--- src/rtl/apb_protocol_monitor_if.sv ---
// APB3 link bundle shared by a requester, a completer and any passive
// observers of the same link.
//   psel/penable/pwrite/paddr/pwdata : driven by the requester
//   prdata/pready/pslverr            : driven by the completer
// Modports: master (requester side), slave (completer side) and monitor
// (everything as inputs, for blocks that only watch the link).
interface apb_protocol_monitor_if #(
  parameter int ADDR_W = 32,
  parameter int DATA_W = 32
);
  logic              psel;
  logic              penable;
  logic              pwrite;
  logic [ADDR_W-1:0] paddr;
  logic [DATA_W-1:0] pwdata;
  logic [DATA_W-1:0] prdata;
  logic              pready;
  logic              pslverr;

  modport master (
    output psel, penable, pwrite, paddr, pwdata,
    input  prdata, pready, pslverr
  );

  modport slave (
    input  psel, penable, pwrite, paddr, pwdata,
    output prdata, pready, pslverr
  );

  modport monitor (
    input psel, penable, pwrite, paddr, pwdata, prdata, pready, pslverr
  );
endinterface

--- src/rtl/apb_protocol_monitor.sv ---
// Passive APB3 protocol monitor. Follows each transfer through an
// IDLE/SETUP/ACCESS state machine, raises sticky violation flags and keeps
// saturating statistics of completed reads, writes and slave errors.
// Ports:
//   pclk, presetn   clock and asynchronous active-low reset
//   apb             observed APB link (monitor modport, all inputs)
//   clr_flags       synchronous clear of err_flags and the counters
//   err_flags[7:0]  sticky flags: 0 SETUP_SEQ, 1 EN_NO_SEL, 2 UNSTABLE,
//                   3 TIMEOUT, 4 RO_NOERR, 5 WO_NOERR, 6 OOR_NOERR,
//                   7 ERR_NO_READY
//   err_pulse       one-cycle pulse when any flag bit newly sets
//   xfer_done       one-cycle pulse per completed transfer
//   wr_count, rd_count, err_count   saturating completion counters
// All outputs are registered.
module apb_protocol_monitor #(
  parameter int                ADDR_W     = 32,
  parameter int                DATA_W     = 32,
  parameter int                MAX_WAIT   = 15,
  parameter logic [ADDR_W-1:0] RO_ADDR    = 32'h0000_0004,
  parameter logic [ADDR_W-1:0] WO_ADDR    = 32'h0000_0008,
  parameter logic [ADDR_W-1:0] ADDR_MASK  = 32'h0000_FFFF,
  parameter logic [ADDR_W-1:0] ADDR_LIMIT = 32'h0001_0000,
  parameter int                CNT_W      = 16
) (
  input  logic                   pclk,
  input  logic                   presetn,
  apb_protocol_monitor_if.monitor apb,
  input  logic                   clr_flags,
  output logic [7:0]             err_flags,
  output logic                   err_pulse,
  output logic                   xfer_done,
  output logic [CNT_W-1:0]       wr_count,
  output logic [CNT_W-1:0]       rd_count,
  output logic [CNT_W-1:0]       err_count
);

  localparam int                WAIT_W    = $clog2(MAX_WAIT + 2);
  localparam logic [WAIT_W-1:0] WAIT_SAT  = WAIT_W'(MAX_WAIT + 1);
  localparam logic [WAIT_W-1:0] WAIT_LAST = WAIT_W'(MAX_WAIT - 1);

  // SETUP means a setup cycle has been captured and the cycle now on the
  // bus is the first access cycle; ACCESS means at least one wait state has
  // already passed.
  typedef enum logic [1:0] {
    IDLE   = 2'd0,
    SETUP  = 2'd1,
    ACCESS = 2'd2
  } state_e;

  state_e            state_q, state_d;
  logic [ADDR_W-1:0] addr_q, addr_d;
  logic              wr_q, wr_d;
  logic [DATA_W-1:0] wdata_q, wdata_d;
  logic [WAIT_W-1:0] wait_cnt_q, wait_cnt_d;
  logic [7:0]        flags_q, flags_d;
  logic              pulse_q, pulse_d;
  logic              done_q, done_d;
  logic [CNT_W-1:0]  wr_cnt_q, wr_cnt_d;
  logic [CNT_W-1:0]  rd_cnt_q, rd_cnt_d;
  logic [CNT_W-1:0]  err_cnt_q, err_cnt_d;

  logic [7:0] flag_set;
  logic       setup_seen;
  logic       in_access;
  logic       ro_hit;
  logic       wo_hit;
  logic       oor_hit;

  // Clear has lower priority than an increment in the same cycle, so a
  // coincident completion leaves the counter at exactly one.
  function automatic logic [CNT_W-1:0] next_cnt(input logic [CNT_W-1:0] cur,
                                                input logic inc,
                                                input logic clr);
    if (clr) return inc ? CNT_W'(1) : '0;
    if (inc && (cur != '1)) return cur + CNT_W'(1);
    return cur;
  endfunction

  assign setup_seen = apb.psel && !apb.penable;
  assign in_access  = (state_q == ACCESS) || ((state_q == SETUP) && apb.psel);
  assign ro_hit     = (addr_q & ADDR_MASK) == RO_ADDR;
  assign wo_hit     = (addr_q & ADDR_MASK) == WO_ADDR;
  assign oor_hit    = addr_q >= ADDR_LIMIT;

  always_comb begin
    state_d    = state_q;
    addr_d     = addr_q;
    wr_d       = wr_q;
    wdata_d    = wdata_q;
    wait_cnt_d = wait_cnt_q;
    flag_set   = '0;
    done_d     = 1'b0;

    if (apb.penable && !apb.psel) flag_set[1] = 1'b1;
    if (apb.pslverr && !(in_access && apb.pready)) flag_set[7] = 1'b1;

    case (state_q)
      IDLE: begin
        if (setup_seen) begin
          addr_d     = apb.paddr;
          wr_d       = apb.pwrite;
          wdata_d    = apb.pwdata;
          wait_cnt_d = '0;
          state_d    = SETUP;
        end
      end
      SETUP: begin
        if (!(apb.psel && apb.penable)) flag_set[0] = 1'b1;
        if (!apb.psel) state_d = IDLE;
      end
      default: ;
    endcase

    // Every access cycle, the first one included, checks stability and
    // either completes the transfer or counts one more wait state.
    if (in_access) begin
      if ((apb.paddr != addr_q) || (apb.pwrite != wr_q) ||
          (wr_q && (apb.pwdata != wdata_q))) begin
        flag_set[2] = 1'b1;
      end
      if (apb.pready) begin
        done_d = 1'b1;
        if (wr_q && ro_hit && !apb.pslverr) flag_set[4] = 1'b1;
        if (!wr_q && wo_hit && !apb.pslverr) flag_set[5] = 1'b1;
        if (oor_hit && !apb.pslverr) flag_set[6] = 1'b1;
        if (setup_seen) begin
          flag_set[0] = 1'b1;
          addr_d      = apb.paddr;
          wr_d        = apb.pwrite;
          wdata_d     = apb.pwdata;
          wait_cnt_d  = '0;
          state_d     = SETUP;
        end else begin
          state_d = IDLE;
        end
      end else begin
        state_d = ACCESS;
        if (wait_cnt_q != WAIT_SAT) wait_cnt_d = wait_cnt_q + WAIT_W'(1);
        // The counter only passes this value once per transfer, so the
        // timeout flag fires at most once.
        if (wait_cnt_q == WAIT_LAST) flag_set[3] = 1'b1;
      end
    end

    flags_d   = (clr_flags ? 8'h00 : flags_q) | flag_set;
    pulse_d   = |(flags_d & ~flags_q);
    wr_cnt_d  = next_cnt(wr_cnt_q, done_d && wr_q, clr_flags);
    rd_cnt_d  = next_cnt(rd_cnt_q, done_d && !wr_q, clr_flags);
    err_cnt_d = next_cnt(err_cnt_q, done_d && apb.pslverr, clr_flags);
  end

  always_ff @(posedge pclk or negedge presetn) begin
    if (!presetn) begin
      state_q    <= IDLE;
      addr_q     <= '0;
      wr_q       <= 1'b0;
      wdata_q    <= '0;
      wait_cnt_q <= '0;
      flags_q    <= '0;
      pulse_q    <= 1'b0;
      done_q     <= 1'b0;
      wr_cnt_q   <= '0;
      rd_cnt_q   <= '0;
      err_cnt_q  <= '0;
    end else begin
      state_q    <= state_d;
      addr_q     <= addr_d;
      wr_q       <= wr_d;
      wdata_q    <= wdata_d;
      wait_cnt_q <= wait_cnt_d;
      flags_q    <= flags_d;
      pulse_q    <= pulse_d;
      done_q     <= done_d;
      wr_cnt_q   <= wr_cnt_d;
      rd_cnt_q   <= rd_cnt_d;
      err_cnt_q  <= err_cnt_d;
    end
  end

  assign err_flags = flags_q;
  assign err_pulse = pulse_q;
  assign xfer_done = done_q;
  assign wr_count  = wr_cnt_q;
  assign rd_count  = rd_cnt_q;
  assign err_count = err_cnt_q;

endmodule

--- src/flat_wrapper.sv ---
// flat-port wrapper written by rule: the top's interface ports become plain ports
module apb_protocol_monitor_flat 
#(
  parameter int                ADDR_W     = 32,
  parameter int                DATA_W     = 32,
  parameter int                MAX_WAIT   = 15,
  parameter logic [ADDR_W-1:0] RO_ADDR    = 32'h0000_0004,
  parameter logic [ADDR_W-1:0] WO_ADDR    = 32'h0000_0008,
  parameter logic [ADDR_W-1:0] ADDR_MASK  = 32'h0000_FFFF,
  parameter logic [ADDR_W-1:0] ADDR_LIMIT = 32'h0001_0000,
  parameter int                CNT_W      = 16
)
  (pclk, presetn, clr_flags, err_flags, err_pulse, xfer_done, wr_count, rd_count, err_count, apb_psel, apb_penable, apb_pwrite, apb_paddr, apb_pwdata, apb_prdata, apb_pready, apb_pslverr);
  apb_protocol_monitor_if #(.ADDR_W(ADDR_W), .DATA_W(DATA_W)) apb_i ();
  input  logic pclk;
  input  logic presetn;
  input  logic clr_flags;
  output logic [7:0] err_flags;
  output logic err_pulse;
  output logic xfer_done;
  output logic [CNT_W-1:0] wr_count;
  output logic [CNT_W-1:0] rd_count;
  output logic [CNT_W-1:0] err_count;
  input wire logic [$bits(apb_i.psel)-1:0] apb_psel;
  input wire logic [$bits(apb_i.penable)-1:0] apb_penable;
  input wire logic [$bits(apb_i.pwrite)-1:0] apb_pwrite;
  input wire logic [$bits(apb_i.paddr)-1:0] apb_paddr;
  input wire logic [$bits(apb_i.pwdata)-1:0] apb_pwdata;
  input wire logic [$bits(apb_i.prdata)-1:0] apb_prdata;
  input wire logic [$bits(apb_i.pready)-1:0] apb_pready;
  input wire logic [$bits(apb_i.pslverr)-1:0] apb_pslverr;
  assign apb_i.psel = apb_psel;
  assign apb_i.penable = apb_penable;
  assign apb_i.pwrite = apb_pwrite;
  assign apb_i.paddr = apb_paddr;
  assign apb_i.pwdata = apb_pwdata;
  assign apb_i.prdata = apb_prdata;
  assign apb_i.pready = apb_pready;
  assign apb_i.pslverr = apb_pslverr;
  apb_protocol_monitor #(.ADDR_W(ADDR_W), .DATA_W(DATA_W), .MAX_WAIT(MAX_WAIT), .RO_ADDR(RO_ADDR), .WO_ADDR(WO_ADDR), .ADDR_MASK(ADDR_MASK), .ADDR_LIMIT(ADDR_LIMIT), .CNT_W(CNT_W)) u_core (.pclk(pclk), .presetn(presetn), .apb(apb_i), .clr_flags(clr_flags), .err_flags(err_flags), .err_pulse(err_pulse), .xfer_done(xfer_done), .wr_count(wr_count), .rd_count(rd_count), .err_count(err_count));
endmodule
--- config.mk ---
export PLATFORM = sky130hd
export DESIGN_NAME = apb_protocol_monitor_flat
export DESIGN_NICKNAME = d
export VERILOG_FILES = /design/src/rtl/apb_protocol_monitor_if.sv /design/src/rtl/apb_protocol_monitor.sv /design/src/flat_wrapper.sv
export SDC_FILE = /design/constraint.sdc
export NUM_CORES = 1
export LEC_CHECK = 0
export CAP_MARGIN = 20
export CORE_ASPECT_RATIO = 0.5
export CORE_MARGIN = 3
export CORE_UTILIZATION = 50
export CTS_CLUSTER_DIAMETER = 120
export DETAILED_ROUTE_END_ITERATION = 8
export GPL_TIMING_DRIVEN = 0
export PLACE_DENSITY = 0.81
export SYNTH_ARGS = -nofsm -noshare
export SYNTH_HDL_FRONTEND = slang
export SYNTH_SLANG_ARGS = --single-unit
--- constraint.sdc ---
create_clock -name pclk -period 2.9 [get_ports pclk]
set_clock_uncertainty 0.2 [all_clocks]
set_input_delay 0.58 -clock pclk [delete_from_list [all_inputs] [get_ports pclk]]
set_output_delay 0.58 -clock pclk [all_outputs]
set_load 0.05 [all_outputs]
==> metrics.md, run 1 <==
| Metric | Value |
|---|---|
| Status | `finished, final reports clean` |
| Final WL | `15.6 mm` |
| Ports | `162` |
| Chip width | `169 um` |
| Hold depth | `1` |
| Share of layout cells above drive strength 1 | `between 10% and 20%` |
| Max cap viols | `0` |
| Syn nets | `around 700` |
| Max Root-Sink Buffers | `2` |
| Register-to-register setup slack | `between 500 and 600 ps` |
| Vias in the first global route | `5061` |
| Die height | `between 80 and 90 um` |
| Worst VDD drop | `between 0.3 and 0.4 mV` |
| DR DRC count | `0` |
| Distinct cells, synth | `slightly above 60` |
| Last weighted congestion value of the routability-driven placer | `around 0.87` |
| GR Overflow Total | `0` |
| Synth warnings | `0` |
| Routed len/inst | `between 15 and 20 um` |
| Cts repair resizes | `0` |
| P_leak | `approximately 0.0039 uW` |
| Largest net degree at the start of global routing | `approximately 90` |
| Global-route wire length before repair | `25.4 mm` |
| Total global-route track usage | `a little over a fifth` |
| Min cycle time layout | `around 2700 ps` |
| Hold wc startpoint | `u_core.wait_cnt_q[4]` |
| R2r endpoint | `u_core.wr_count[11]` |
| Initial antenna violation count | `0` |
| Area Growth Syn to Fin | `32.8%` |
| Worst Hold Path EP | `u_core.wait_cnt_q[4]` |
| Die area | `14700 um2` |
| Critical path type | `input pin to flop` |
| Setup TNS | `0 ps` |
| Critical path peak fanout | `7` |
| Initial core utilization | `between 50 and 60%` |
| Crit share post-route | `between 90 and 100%` |
| Clock transition at the registers of the reported paths | `about 50 ps` |
| Placed Cells | `between 800 and 900` |
| Synthesized area | `between 6000 and 7000 um2` |
| Post-synthesis register bit count | `130` |
| Total number of vias | `just over 5000` |
| Final setup fails | `0` |
| H-Tree Depth | `4` |
| WP data arrival | `about 2800 ps` |
| Asr flop ratio synth | `100%` |
| Cell count after synthesis | `587` |
| Worst r2r path cells | `7` |
| Seq/Total Area, Yosys | `approximately half` |
| Top cells by count, synth | `dfrtp_1 (130), mux2_2 (65), nor2_1 (56)` |
| Final Hold Viols | `0` |
| Pwr Density | `between 400 and 500 nW/um2` |
| Number of routed nets with antenna violations | `0` |
| First drt pass iteration count | `5` |
| Placeable Area | `about 13000 um2` |
| Primary FF master, synth | `dfrtp_1` |
| Critical Path Source Type | `input pin` |
| Post-synth top area share | `roughly half` |
| Iteration-0 DRC Markers | `about 380` |
| Worst reg2reg startpoint | `u_core.wr_count[0]` |
| Root Driver | `clkbuf_16` |
| Dpl ws | `-74.5 ps` |
| Most frequent cell after synthesis | `dfrtp_1` |
| Synth area leader | `dfrtp_1` |
| FP Rows | `29` |
| Hold Crit Class | `flop to flop` |
| # port buffers | `about 130` |
| Area contributors post-synth | `dfrtp_1 (49%), mux2_2 (11%), xor2_1 (7.1%)` |
| Slew margin rel. | `57.7%` |
| Pins Over Slew Limit | `0` |
| CTS buffer count | `17` |
| Clock sink count | `130` |
| Nets | `846` |
| Syn Area/Cell | `approximately 11 um2` |
| Post-synth EDFFs | `0` |
| Final WS setup | `just over 200 ps` |
| Worst path required time | `between 2000 and 3000 ps` |
| Detailed Place HPWL | `about 11 mm` |
| Fmax | `around 370 MHz` |
| Clock Latency Late Sink | `approximately 410 ps` |
| Util after Layout | `between 60% and 70%` |
| Vias/cell | `5.52` |
| Final cell count without fillers | `between 900 and 1000` |
| ANT cells | `0` |
| TritonCTS clock tree | `yes` |
| Crit end category | `flop` |
| RSZ-0062 raised after global routing | `false` |
| Actual slew at the worst max-slew pin | `approximately 640 ps` |
[routing by layer]
layer | wire, um | share of wire, % | GRT usage [%] | vias to the layer above
met5 | 0 | 0 | 0 | -
met4 | 293 | 1.9 | 6.98 | 0
met3 | 694 | 4.4 | 4.58 | 28
met2 | 7630 | 49 | 36.6 | 131
met1 | 7000 | 45 | 28.8 | 2514
li1 | - | - | - | 2397
[stage by stage]
| step | cell area, um2 | hold slack (ps) | total power [uW] |
|---|---|---|---|
| 2_1_floorplan | 6620 | 84.4 | 1930 |
| 3_3_place_gp | 8110 | 282 | 2100 |
| 3_5_place_dp | 8140 | 300 | 2110 |
| 4_1_cts | 8790 | 307 | 4420 |
| 5_1_grt | 8790 | 341 | 4530 |
| 6_report | 8790 | 312 | 4390 |
[layout by cell type, fill, tap and decap left out, types with 8 or more instances in the layout]
master and count:
a21oi_1 11, buf_2 9, clkbuf_1 8, clkbuf_16 17, clkdlybuf4s50_1 127, dfrtp_1 130, inv_1 13, mux2_2 65
nand2_1 24, nand3_1 23, nand4_1 28, nor2_1 56, nor4_1 19, o21ai_0 15, xnor2_1 48, xor2_1 54
[how the worst max path moves through the flow]
stage	startpoint	cells past startpoint	slack, ps	endpoint
finish	apb_psel	8	200	u_core.err_pulse
global route	apb_psel	8	170	u_core.err_pulse
CTS	apb_psel	8	250	u_core.err_pulse
detailed placement	apb_psel	8	-70	u_core.err_pulse
global placement	presetn	1	-4150	u_core.wdata_q[7]
floorplan	u_core.wr_count[0]	7	540	u_core.wr_count[11]
[kinds of logic (layout without fill, tap and decap cells)]
| group | Yosys count | in the layout | synth area share (%) |
|---|---|---|---|
| AND/OR/NAND/NOR | 193 | 193 | 15.9 |
| adder cells (fa/ha/maj) | 6 | 6 | 1.13 |
| AO/OA/AOI/OAI | 58 | 58 | 6.92 |
| buffers and inverters | 32 | 194 | 2.21 |
| XOR/XNOR | 102 | 102 | 13.5 |
| multiplexers | 66 | 66 | 11.2 |
| flip-flops | 130 | 130 | 49.2 |
[worst max-delay path, cell delays in order]
cell and delay [ps]:
clkdlybuf4s50_1 520, and3b_1 240, buf_4 160, o21bai_1 340, nor3_1 110, nor4_1 450, o221a_2 280, o21ai_0 80
[area by class of cell]
| class | count | area [um2] |
|---|---|---|
| fillers | 952 | 4020 |
| multi-input cells | 425 | 3220 |
| clock inverters | 9 | 151 |
| clock buffers | 23 | 488 |
| well taps | 170 | 213 |
| repair buffers | 130 | 1320 |
| plain buffers | 19 | 97.6 |
| inverters | 13 | 48.8 |
| flip-flops and latches | 130 | 3250 |
[report_power, final]
group	switching (uW)	internal [uW]	total (uW)
Sequential	1.56	1820	1820
Clock	788	1530	2320
Combinational	129	129	258
Total	918	3480	4390
[flip-flops by register name, indices dropped and copies added (netlist names)]
name	cells
u_core.addr_q	32
u_core.err_count	16
u_core.err_flags	8
u_core.err_pulse	1
u_core.rd_count	16
u_core.state_q	2
u_core.wait_cnt_q	5
u_core.wdata_q	32
u_core.wr_count	16
u_core.wr_q	1
u_core.xfer_done	1
[timing repair]
action | 4_1_cts | 5_1_grt
hold buffers | 1 | 0
buffers inserted | 0 | 0
endpoints found under the hold margin | 43 | 0
(Power assumes the default switching activity.)
==> run 2: changes to the inputs <==
--- a/config.mk
+++ b/config.mk
@@ -6,13 +6,15 @@
 export NUM_CORES = 1
 export LEC_CHECK = 0
 export CAP_MARGIN = 20
+export CELL_PAD_IN_SITES_DETAIL_PLACEMENT = 2
+export CELL_PAD_IN_SITES_GLOBAL_PLACEMENT = 2
 export CORE_ASPECT_RATIO = 0.5
 export CORE_MARGIN = 3
-export CORE_UTILIZATION = 50
+export CORE_UTILIZATION = 32
 export CTS_CLUSTER_DIAMETER = 120
 export DETAILED_ROUTE_END_ITERATION = 8
 export GPL_TIMING_DRIVEN = 0
-export PLACE_DENSITY = 0.81
+export PLACE_DENSITY_LB_ADDON = 0.1
 export SYNTH_ARGS = -nofsm -noshare
 export SYNTH_HDL_FRONTEND = slang
 export SYNTH_SLANG_ARGS = --single-unit
==> run 2 against run 1 <==
Compared with the run above: the run now ends with negative hold slack left; fmax decreased by 4.2%; clock-buffer cell count is 1 lower; global-route usage down 3.9 points; clock power hardly changed; total power is 0.38% higher; wire length up 23%; cell area grew 1.1%; critical path type unchanged; critical endpoint unchanged; largest power group unchanged.
==> metrics.md, run 2 (synthesized netlist as in run 1, its figures left out) <==
| Metric | Value |
|---|---|
| Gate power share | `6.0% (was 5.9%)` |
| Failing checks | `negative hold slack` |
| Register-to-register setup slack | `400 ps (was 520 ps)` |
| Final Hold Viols | `6 (was 0)` |
| Worst r2r path cells | `7 (unchanged)` |
| Area Growth Syn to Fin | `34.3% (was 32.8%)` |
| Total number of vias | `5041 (was 5070)` |
| Ports | `162 (unchanged)` |
| Placeable Area | `19900 um2 (was 12800 um2)` |
| Fmax | `355 MHz (was 371 MHz)` |
| Register Area | `3250 um2 (unchanged)` |
| Clock Power Share | `52.7% (about the same)` |
| Worst VDD drop | `0.388 mV (was 0.343 mV)` |
| RSZ-0062 raised after global routing | `false (unchanged)` |
| Last weighted congestion value of the routability-driven placer | `0.744 (was 0.867)` |
| Worst path required time | `2990 ps (was 2980 ps)` |
| Iteration-0 DRC Markers | `122 (was 379)` |
| Pins Over Slew Limit | `0 (unchanged)` |
| DR DRC count | `0 (unchanged)` |
| Hold Slack | `-12.8 ps (was 312 ps)` |
| Total global-route track usage | `17.9% (was 21.8%)` |
| Detailed Place HPWL | `14.0 mm (was 11.0 mm)` |
| WP data arrival | `2910 ps (was 2780 ps)` |
| CTS buffer count | `17 (unchanged)` |
| P_sw | `963 uW (was 918 uW)` |
| TritonCTS clock tree | `yes (unchanged)` |
| Global-route wire length before repair | `31.3 mm (was 25.4 mm)` |
| Actual slew at the worst max-slew pin | `734 ps (was 635 ps)` |
| First drt pass iteration count | `5 (unchanged)` |
| Critical path type | `input pin to flop (unchanged)` |
| Overall Power | `4410 uW (was 4390 uW)` |
| Net Sw Frac | `21.8% (was 20.9%)` |
| Placed Cells | `982 (was 886)` |
| Chip width | `209 um (was 169 um)` |
| Critical Path Source Type | `input pin (unchanged)` |
| Initial antenna violation count | `0 (unchanged)` |
| Biggest regs | `u_core.addr_q: 32 flops, u_core.wdata_q: 32 flops (unchanged)` |
| Hold Crit Class | `input pin to asynchronous set/reset pin (was flop to flop)` |
| Area of the multi-input gates | `3220 um2 (unchanged)` |
| Vias in the first global route | `5561 (was 5061)` |
| Post-CTS setup buffer count | `0 (unchanged)` |
| Status | `finished, violations left (was finished, final reports clean)` |
| Slew margin rel. | `51.1% (was 57.7%)` |
| R2r endpoint | `u_core.err_pulse (was u_core.wr_count[11])` |
| Commonest cells after routing, fill and taps aside | `dfrtp_1 (130), clkdlybuf4s50_1 (127), mux2_2 (65), nor2_1 (56), xor2_1 (54) (unchanged)` |
| Clock Latency Late Sink | `430 ps (was 410 ps)` |
| Crit end category | `flop (unchanged)` |
| Cts repair resizes | `0 (unchanged)` |
| Final setup fails | `0 (unchanged)` |
| Critical path peak fanout | `7 (unchanged)` |
| Clock sink count | `130 (unchanged)` |
| Final cell count without fillers | `1013 (was 919)` |
| Crit share post-route | `97.1% (was 93.0%)` |
| Initial core utilization | `33.3% (was 51.7%)` |
| Hold_buf cts | `0 (was 1)` |
| Max Root-Sink Buffers | `2 (unchanged)` |
| Routed len/inst | `19.0 um (was 17.0 um)` |
| Die area | `22500 um2 (was 14700 um2)` |
| FP Rows | `36 (was 29)` |
| Root Driver | `clkbuf_16 (unchanged)` |
| Max cap viols | `0 (unchanged)` |
| Number of routed nets with antenna violations | `0 (unchanged)` |
| Int Pwr | `3450 uW (was 3480 uW)` |
| Clock transition at the registers of the reported paths | `60 ps (was 50 ps)` |
| # port buffers | `128 (unchanged)` |
| Worst reg2reg startpoint | `u_core.state_q[0] (was u_core.wr_count[0])` |
| Share of layout cells above drive strength 1 | `16.9% (was 17.0%)` |
| GR Overflow Total | `0 (unchanged)` |
| Vias/cell | `4.98 (was 5.52)` |
| P_leak | `0.00386 uW (was 0.00388 uW)` |
| Pwr Density | `496 nW/um2 (was 500 nW/um2)` |
| H-Tree Depth | `4 (unchanged)` |
| Commonest non-fill, non-tap cell in the layout | `dfrtp_1 (unchanged)` |
| Sequential power share | `41.3% (was 41.4%)` |
| # fillers | `2052 (was 952)` |
| Final WL | `19.2 mm (was 15.6 mm)` |
| ANT cells | `0 (unchanged)` |
| Min cycle time layout | `2820 ps (was 2700 ps)` |
| Nets | `845 (was 846)` |
| Die height | `108 um (was 87.4 um)` |
| Largest net degree at the start of global routing | `72 (was 88)` |
## run 2: cell count changes in the layout (fill, tap and decap cells not counted)
cell and change:
clkbuf_8 -1, clkinvlp_4 +1, clkinv_2 -1, dlygate4sd3_1 -1
## run 2: layout make-up
cell class              instances  share of cell area (%)
flip-flops and latches        130                    36.6
multi-input cells             425                    36.2
repair buffers                129                    14.7
clock buffers                  22                    5.34
well taps                     266                    3.74
clock inverters                 9                    1.73
plain buffers                  19                    1.10
inverters                      13                   0.549
## run 2: metal layers
layer | GRT usage [%] | share of wire (%)
met1 | 23.4 | 47
met2 | 29.3 | 47
met3 | 4.40 | 4.1
met4 | 5.63 | 1.5
met5 | 0 | 0
## run 2: metrics by stage
stage,setup WS (ps),utilization [%],cell area [um2],TNS [ps],hold WS [ps]
final,83.8,44.7,8890,0,-12.8
after global routing,5.96,44.7,8890,0,44.4
after CTS,126,44.7,8890,0,14.3
after detailed placement,-308,41.6,8260,-505,303
after global placement,-4800,41.4,8230,-621220,282
after floorplan,536,-,6620,0,84.4
## run 2: power groups by stage
stage / Clock, uW / Combinational [uW] / Sequential, uW
floorplan: 0 / 61.7 / 1860
global placement: 0 / 264 / 1850
detailed placement: 0 / 271 / 1850
CTS: 2390 / 273 / 1820
global route: 2480 / 293 / 1820
finish: 2330 / 265 / 1820
## run 2: how the worst max path moves through the flow
stage	startpoint	endpoint	slack (ps)	cells after the start
final	apb_psel	u_core.err_pulse	80	8
after global routing	apb_psel	u_core.err_pulse	6	8
after CTS	apb_psel	u_core.err_pulse	130	8
after detailed placement	apb_psel	u_core.err_pulse	-310	8
after global placement	presetn	u_core.wdata_q[12]	-4800	1
after floorplan	u_core.wr_count[0]	u_core.wr_count[11]	540	7
## run 2: critical path: stages
cell and delay, ps:
clkdlybuf4s50_1 530, and3b_1 240, buf_4 160, o21bai_1 350
nor3_1 100, nor4_1 560, o221a_2 310, o21ai_0 90
